--- src/rtl/afe_thresh_ctrl.sv ---
// Threshold PWM generator for the AFE: drives VIL/VIH duty pairs and applies
// atomic threshold updates only on period boundaries, then reports settling.
module afe_thresh_ctrl #(
  parameter int              CNT_W    = 10,
  parameter int              LVL_W    = 8,
  parameter logic [LVL_W-1:0] DEF_VIL = 8'h55,
  parameter logic [LVL_W-1:0] DEF_VIH = 8'hAA,
  parameter int              SETTLE_P = 2
) (
  input  logic             clk,
  input  logic             rst,
  input  logic             thr_wr,
  input  logic [LVL_W-1:0] vil_in,
  input  logic [LVL_W-1:0] vih_in,
  output logic             busy,
  output logic             cfg_err,
  output logic             thr_stable,
  output logic [LVL_W-1:0] vil_cur,
  output logic [LVL_W-1:0] vih_cur,
  output logic             period_start,
  output logic             VIL_PWM,
  output logic             VIH_PWM,
  output logic [1:0]       dbg_state
);

  localparam int ST_W = $clog2(SETTLE_P + 1);

  typedef enum logic [1:0] {
    ST_STABLE  = 2'd0,
    ST_PENDING = 2'd1,
    ST_SETTLE  = 2'd2
  } state_t;

  state_t            r_state;
  state_t            w_state_nxt;
  logic [ST_W-1:0]   r_settle_cnt;
  logic [ST_W-1:0]   w_settle_nxt;
  logic [CNT_W-1:0]  r_cnt;
  logic [LVL_W-1:0]  r_vil_sh;
  logic [LVL_W-1:0]  r_vih_sh;
  logic [LVL_W-1:0]  r_vil_cur;
  logic [LVL_W-1:0]  r_vih_cur;
  logic              r_cfg_err;
  logic              r_period_start;
  logic              r_vil_pwm;
  logic              r_vih_pwm;
  logic              w_wrap;
  logic              w_busy;
  logic              w_wr_ok;
  logic              w_wr_bad;
  logic              w_apply;
  logic [CNT_W-1:0]  w_vil_thr;
  logic [CNT_W-1:0]  w_vih_thr;

  // thr_wr is a single-cycle strobe with no ready: it is either accepted
  // (busy rises next cycle) or refused with a one-cycle cfg_err pulse.
  assign w_wrap   = (r_cnt == {CNT_W{1'b1}});
  assign w_busy   = (r_state != ST_STABLE);
  assign w_wr_ok  = thr_wr && !w_busy && (vil_in != '0) && (vil_in < vih_in);
  assign w_wr_bad = thr_wr && !w_wr_ok;

  // Level scaled to the counter range: the AFE reads back high_time[CNT_W-1:CNT_W-LVL_W].
  assign w_vil_thr = CNT_W'(r_vil_cur) << (CNT_W - LVL_W);
  assign w_vih_thr = CNT_W'(r_vih_cur) << (CNT_W - LVL_W);

  always_comb begin
    w_state_nxt  = r_state;
    w_settle_nxt = r_settle_cnt;
    w_apply      = 1'b0;
    case (r_state)
      ST_STABLE: begin
        if (w_wr_ok) w_state_nxt = ST_PENDING;
      end
      ST_PENDING: begin
        if (w_wrap) begin
          w_apply      = 1'b1;
          w_state_nxt  = ST_SETTLE;
          w_settle_nxt = '0;
        end
      end
      ST_SETTLE: begin
        if (w_wrap) begin
          if (r_settle_cnt == ST_W'(SETTLE_P - 1)) begin
            w_state_nxt  = ST_STABLE;
            w_settle_nxt = '0;
          end else begin
            w_settle_nxt = r_settle_cnt + ST_W'(1);
          end
        end
      end
      default: w_state_nxt = ST_SETTLE;
    endcase
  end

  always_ff @(posedge clk or posedge rst) begin
    if (rst) begin
      r_state      <= ST_SETTLE;
      r_settle_cnt <= '0;
    end else begin
      r_state      <= w_state_nxt;
      r_settle_cnt <= w_settle_nxt;
    end
  end

  always_ff @(posedge clk or posedge rst) begin
    if (rst) begin
      r_cnt          <= '0;
      r_vil_sh       <= DEF_VIL;
      r_vih_sh       <= DEF_VIH;
      r_vil_cur      <= DEF_VIL;
      r_vih_cur      <= DEF_VIH;
      r_cfg_err      <= 1'b0;
      r_period_start <= 1'b0;
      r_vil_pwm      <= 1'b0;
      r_vih_pwm      <= 1'b0;
    end else begin
      r_cnt          <= r_cnt + CNT_W'(1);
      r_cfg_err      <= w_wr_bad;
      r_period_start <= (r_cnt == '0);
      r_vil_pwm      <= (r_cnt < w_vil_thr);
      r_vih_pwm      <= (r_cnt < w_vih_thr);
      if (w_wr_ok) begin
        r_vil_sh <= vil_in;
        r_vih_sh <= vih_in;
      end
      // Loaded on the last count so the new duty begins exactly at cnt=0.
      if (w_apply) begin
        r_vil_cur <= r_vil_sh;
        r_vih_cur <= r_vih_sh;
      end
    end
  end

  assign busy         = w_busy;
  assign thr_stable   = (r_state == ST_STABLE);
  assign cfg_err      = r_cfg_err;
  assign vil_cur      = r_vil_cur;
  assign vih_cur      = r_vih_cur;
  assign period_start = r_period_start;
  assign VIL_PWM      = r_vil_pwm;
  assign VIH_PWM      = r_vih_pwm;
  assign dbg_state    = r_state;

endmodule

--- config.mk ---
export PLATFORM = sky130hd
export DESIGN_NAME = afe_thresh_ctrl
export DESIGN_NICKNAME = d
export VERILOG_FILES = /design/src/rtl/afe_thresh_ctrl.sv
export SDC_FILE = /design/constraint.sdc
export NUM_CORES = 1
export LEC_CHECK = 0
export CAP_MARGIN = 15
export CORE_UTILIZATION = 57
export CTS_CLUSTER_DIAMETER = 150
export DETAILED_ROUTE_END_ITERATION = 8
export PLACE_DENSITY = 0.85
export SYNTH_ARGS = -nofsm -noshare
export SYNTH_HDL_FRONTEND = slang
export SYNTH_SLANG_ARGS = --single-unit
--- constraint.sdc ---
create_clock -name clk -period 4.5 [get_ports clk]
set_input_delay 0.9 -clock clk [delete_from_list [all_inputs] [get_ports clk]]
set_output_delay 0.9 -clock clk [all_outputs]
set_load 0.05 [all_outputs]
Yosys cells after proc, flatten, opt, wreduce, memory -nomap -nowiden. Cells that the tools add are included.

Multiplexer cells: 11. Shifts and indexed selects: 0. Bitwise logic cells: 0. Divide/modulo/power cells: 0. $add $sub $neg: 2. Order comparisons: 3. Multipliers: 0. Reduce and logical (&&, ||, !) cells: 13. Equality and inequality tests: 8.

Operators with widths (number): $lt A10 B10 Y1 (2); $mux W2 (7); $add A10 B1 Y10 const B (1); $eq A10 B10 Y1 const B (1); $logic_not A10 Y1 (1); $lt A8 B8 Y1 (1); $reduce_bool A8 Y1 (1); $ne A2 B2 Y1 const B (3); $pmux W2 S3 (1); $eq A2 B1 Y1 const B (2); $logic_and A1 B1 Y1 (4); $pmux W2 S2 (1); $reduce_and A4 Y1 (1); $reduce_bool A2 Y1 (2); $reduce_and A3 Y1 (1); $add A2 B1 Y2 const B (1); $eq A2 B2 Y1 const B (1); $logic_not A1 Y1 (2); $logic_not A2 Y1 (1); $mux W1 (2); $ne A2 B1 Y1 const B (1).

Input port bits: 19. ROM bits: 0. Bits in latches: 0. Bits in writable memories: 0. Word-level logic and storage cells: 48. Register bits: 50. Memories kept: 0.

Longest topological paths before layout.
Depth in word-level cells: 7. Gate-level depth with buffers: 8.

Worst setup path before layout. OpenSTA, ideal clock, no wires.

Path type: register to output. Start: register r_state[0] (netlist: dbg_state[0]). End: output port busy. Stages on the path, launching flop included: 3. Arrival time: 1.867 ns. Setup slack: 1.733 ns. Data required time: 3.600 ns. Buffers on the path: 0. Cell sequence: dfrtp_1 -> nor2_1 -> inv_1.

Longest elaborated chain between the ends: 1.

RTL lines: from (decl) (line 34) `state_t r_state;`; from (signal assigned) (line 100) `r_state <= w_state_nxt;`; $reduce_bool A2 Y1 (line 58) `assign w_busy = (r_state != ST_STABLE);`; to (decl) (line 15) `output logic busy,`.

Every way passes these cells.

Worst setup path after layout.
Start: register r_state[1] (netlist: dbg_state[1]). End: output port busy.

The elaborated chain is that of the path after synthesis.

==> metrics.md <==
| Metric | Value |
|---|---|
| Layout Area Growth over Synthesis | 21.1% |
| Fraction of registers with async set/reset | between 90% and 100% |
| WHS Endpoint | vih_cur[4] |
| DR vias | about 1600 |
| Initial Util | a little over 60% |
| Finished Cell Area | about 3000 µm² |
| Clk_skew | just over 0.005 ns |
| RSZ-0062 raised after global routing | no |
| Wirelength per Cell | approximately 15 µm |
| Worst vdd ir | approximately 0.18 mV |
| Clock Latency Late Sink | 0.29 ns |
| PwrDens | approximately 250 nW/µm² |
| Seq/Total Area, Yosys | between 40 and 50% |
| Most used DFF post-synth | dfrtp_1 |
| Fmax | around 0.36 GHz |
| Setup TNS | 0 ns |
| First-pass GRT wire length | between 7000 and 8000 µm |
| Syn_area_per_cell | between 10 and 15 µm² |
| Final setup fails | 0 |
| Final Hold Viols | 0 |
| Reg-to-Reg Start | r_cnt[3] |
| P_leak | approximately 0.0014 µW |
| Total design power | 756 µW |
| Combinational group share of total power | under 10% |
| Post-CTS setup buffer count | 0 |
| Non-Filler Instances | between 200 and 300 |
| Nets | 290 |
| Flop and latch count out of synthesis | 50 |
| Crit path time final | 2.75 ns |
| Largest net degree at the start of global routing | a little over 50 |
| Cts hold-fix bufs | 0 |
| CTS tree | done |
| RePlAce Congestion | about 0.77 |
| Mapped cell area | ~2500 µm² |
| H-tree levels | 2 |
| Die area | approximately 4700 µm² |
| Arrival time at the worst endpoint | between 1.5 and 2 ns |
| Slew headroom | 34.7% |
| Dpl hpwl | between 3000 and 4000 µm |
| Reg2reg path depth | 4 |
| Ys Warns | 0 |
| Vias in the first global route | roughly 1600 |
| Ports | 43 |
| Total gr overflow | 0 |
| Most common library cells after synthesis | dfrtp_1, inv_1, ha_1, mux2_2, dfstp_2 |
| Sw power | 161 µW |
| Post-synthesis cell count | just over 200 |
| Max Cap Viol | 0 |
| Post-synth top area share | between 30% and 40% |
| Hold Crit Class | reg2reg |
| Largest buffer count on any clock path | 2 |
| R2R Path End | vih_cur[6] |
| Ranking of synthesized cells by area | dfrtp_1, dfstp_2, ha_1 |
| Core Area | 4140 µm² |
| CP endpoint kind | output port |
| CP max FO | 6 |
| Post-synth EDFFs | 0 |
| Router iterations before antenna repair | 4 |
| CP required | around 3.6 ns |
| Port Buffers | 42 |
| Placed cell count | between 200 and 300 |
| Distinct cells, synth | 34 |
| Status | finished, final reports clean |
| Fin. max-slew vios | 0 |
| FF-to-FF setup slack | 2.28 ns |
| Core Rows | 23 |
| Clk sinks | 50 |
| Syn_nets | approximately 240 |
| Cell taking the most area after synthesis | dfrtp_1 |
| Fin crit share | 61.2% |
| Initial DRC count | 94 |
| DIE HEIGHT | around 69 µm |
| GRT Util Overall | between 20 and 25% |
| Initial antenna violation count | 0 |
| Worst Setup SP | dbg_state[1] |
| Clock power share | 34.7% |
| DRC | 0 |
| Switching share of power | a little over a fifth |
| Setup crit start kind | register |
| Worst-Margin Slew | a little under 1 ns |
| Final antenna-violating net count | 0 |
| Final wirelength | approximately 4600 µm |
| Count leader, synth | dfrtp_1 |
| Worst-path clk slew | around 0.090 ns |
| Via density | 5.45 |
| WHS Path Cells | 1 |
| ANT cells | 0 |
| Flop pwr share | 59.6% |
| Share of layout cells above drive strength 1 | between 20% and 30% |
| Inserted Clock Buffers | 5 |
| CTS resizes | 0 |
| CTS Root Buffer Type | clkbuf_8 |
| Pint | between 500 and 600 µW |
| Crit Path Category | reg2out |
| Placed inst area | 2990 µm² |
| Hold path start | r_vih_sh[4] |
| Die Width | ~70 µm |
-- metal layers --
metal	GRT usage (%)	up-vias	routed length, µm
met4	11.0	0	112
li1	-	797	-
met3	4.11	9	128
met1	30.2	794	2140
met5	0	-	0
met2	36.4	31	2250
-- registers in the layout, indices dropped and copies added, names as in the netlist --
name / count
r_settle_cnt: 2
VIH_PWM: 1
r_vih_sh: 8
r_vil_sh: 8
r_cnt: 10
dbg_state: 2
cfg_err: 1
period_start: 1
VIL_PWM: 1
vih_cur: 8
vil_cur: 8
-- critical path, stage by stage, from the launching register on --
cell and delay [ns]:
dfstp_2 0.58, nor2_1 0.09, inv_1 0.08, clkdlybuf4s50_1 0.79
-- through the flow --
stage / util [%] / hold slack, ns / setup slack, ns
after detailed placement: 72.3 / 0.492 / 1.48
after floorplan: - / 0.475 / 1.73
after global routing: 74.5 / 0.535 / 1.67
after CTS: 74.5 / 0.513 / 1.74
after global placement: 72.3 / 0.489 / 1.61
final: 74.5 / 0.509 / 1.75
-- cell families after synthesis --
family	share of synthesized area [%]
simple gates	8.65
flops	50.0
fa+ha+maj	11.3
xor+xnor	2.75
buf+inv	5.40
compound gates	6.34
mux	15.6
-- worst max path at each step --
| stage | to |
|---|---|
| 2_1_floorplan | busy |
| 6_report | busy |
| 3_5_place_dp | r_vih_sh[0] |
| 5_1_grt | busy |
| 3_3_place_gp | r_vih_sh[0] |
| 4_1_cts | busy |
-- power groups by stage --
stage | clock network, µW | registers, µW | logic [µW]
4_1_cts | 269 | 450 | 44.5
3_3_place_gp | 0 | 459 | 43.0
3_5_place_dp | 0 | 459 | 44.2
2_1_floorplan | 0 | 460 | 16.6
6_report | 263 | 450 | 43.2
5_1_grt | 287 | 450 | 49.7
-- area by class of cell --
cell class | instances | area (µm²)
Clock buffer | 7 | 86.3
Inverter | 25 | 93.8
Multi-Input combinational cell | 123 | 1140
Fill cell | 282 | 1060
Timing Repair Buffer | 43 | 428
Tap cell | 50 | 62.6
Sequential cell | 50 | 1270
Clock inverter | 1 | 5.00
-- placed cells by master (no fill, tap or decap), drive strengths merged --
cell type	instances
a21boi	1
nand4	4
a22o	2
nor4	5
o21bai	1
clkdlybuf4s50	42
a221oi	1
dfstp	17
clkbuf	7
a21oi	6
and2	1
xor2	1
a21o	7
xnor2	7
o21ai	5
mux2	32
nand2	5
ha	23
buf	1
clkinv	1
a31oi	2
nor2	2
and4	1
dfrtp	33
inv	25
nand3	6
nand3b	4
and3	2
nand2b	3
nor3b	1
or3	1
Power figures use the tool's default switching activity.
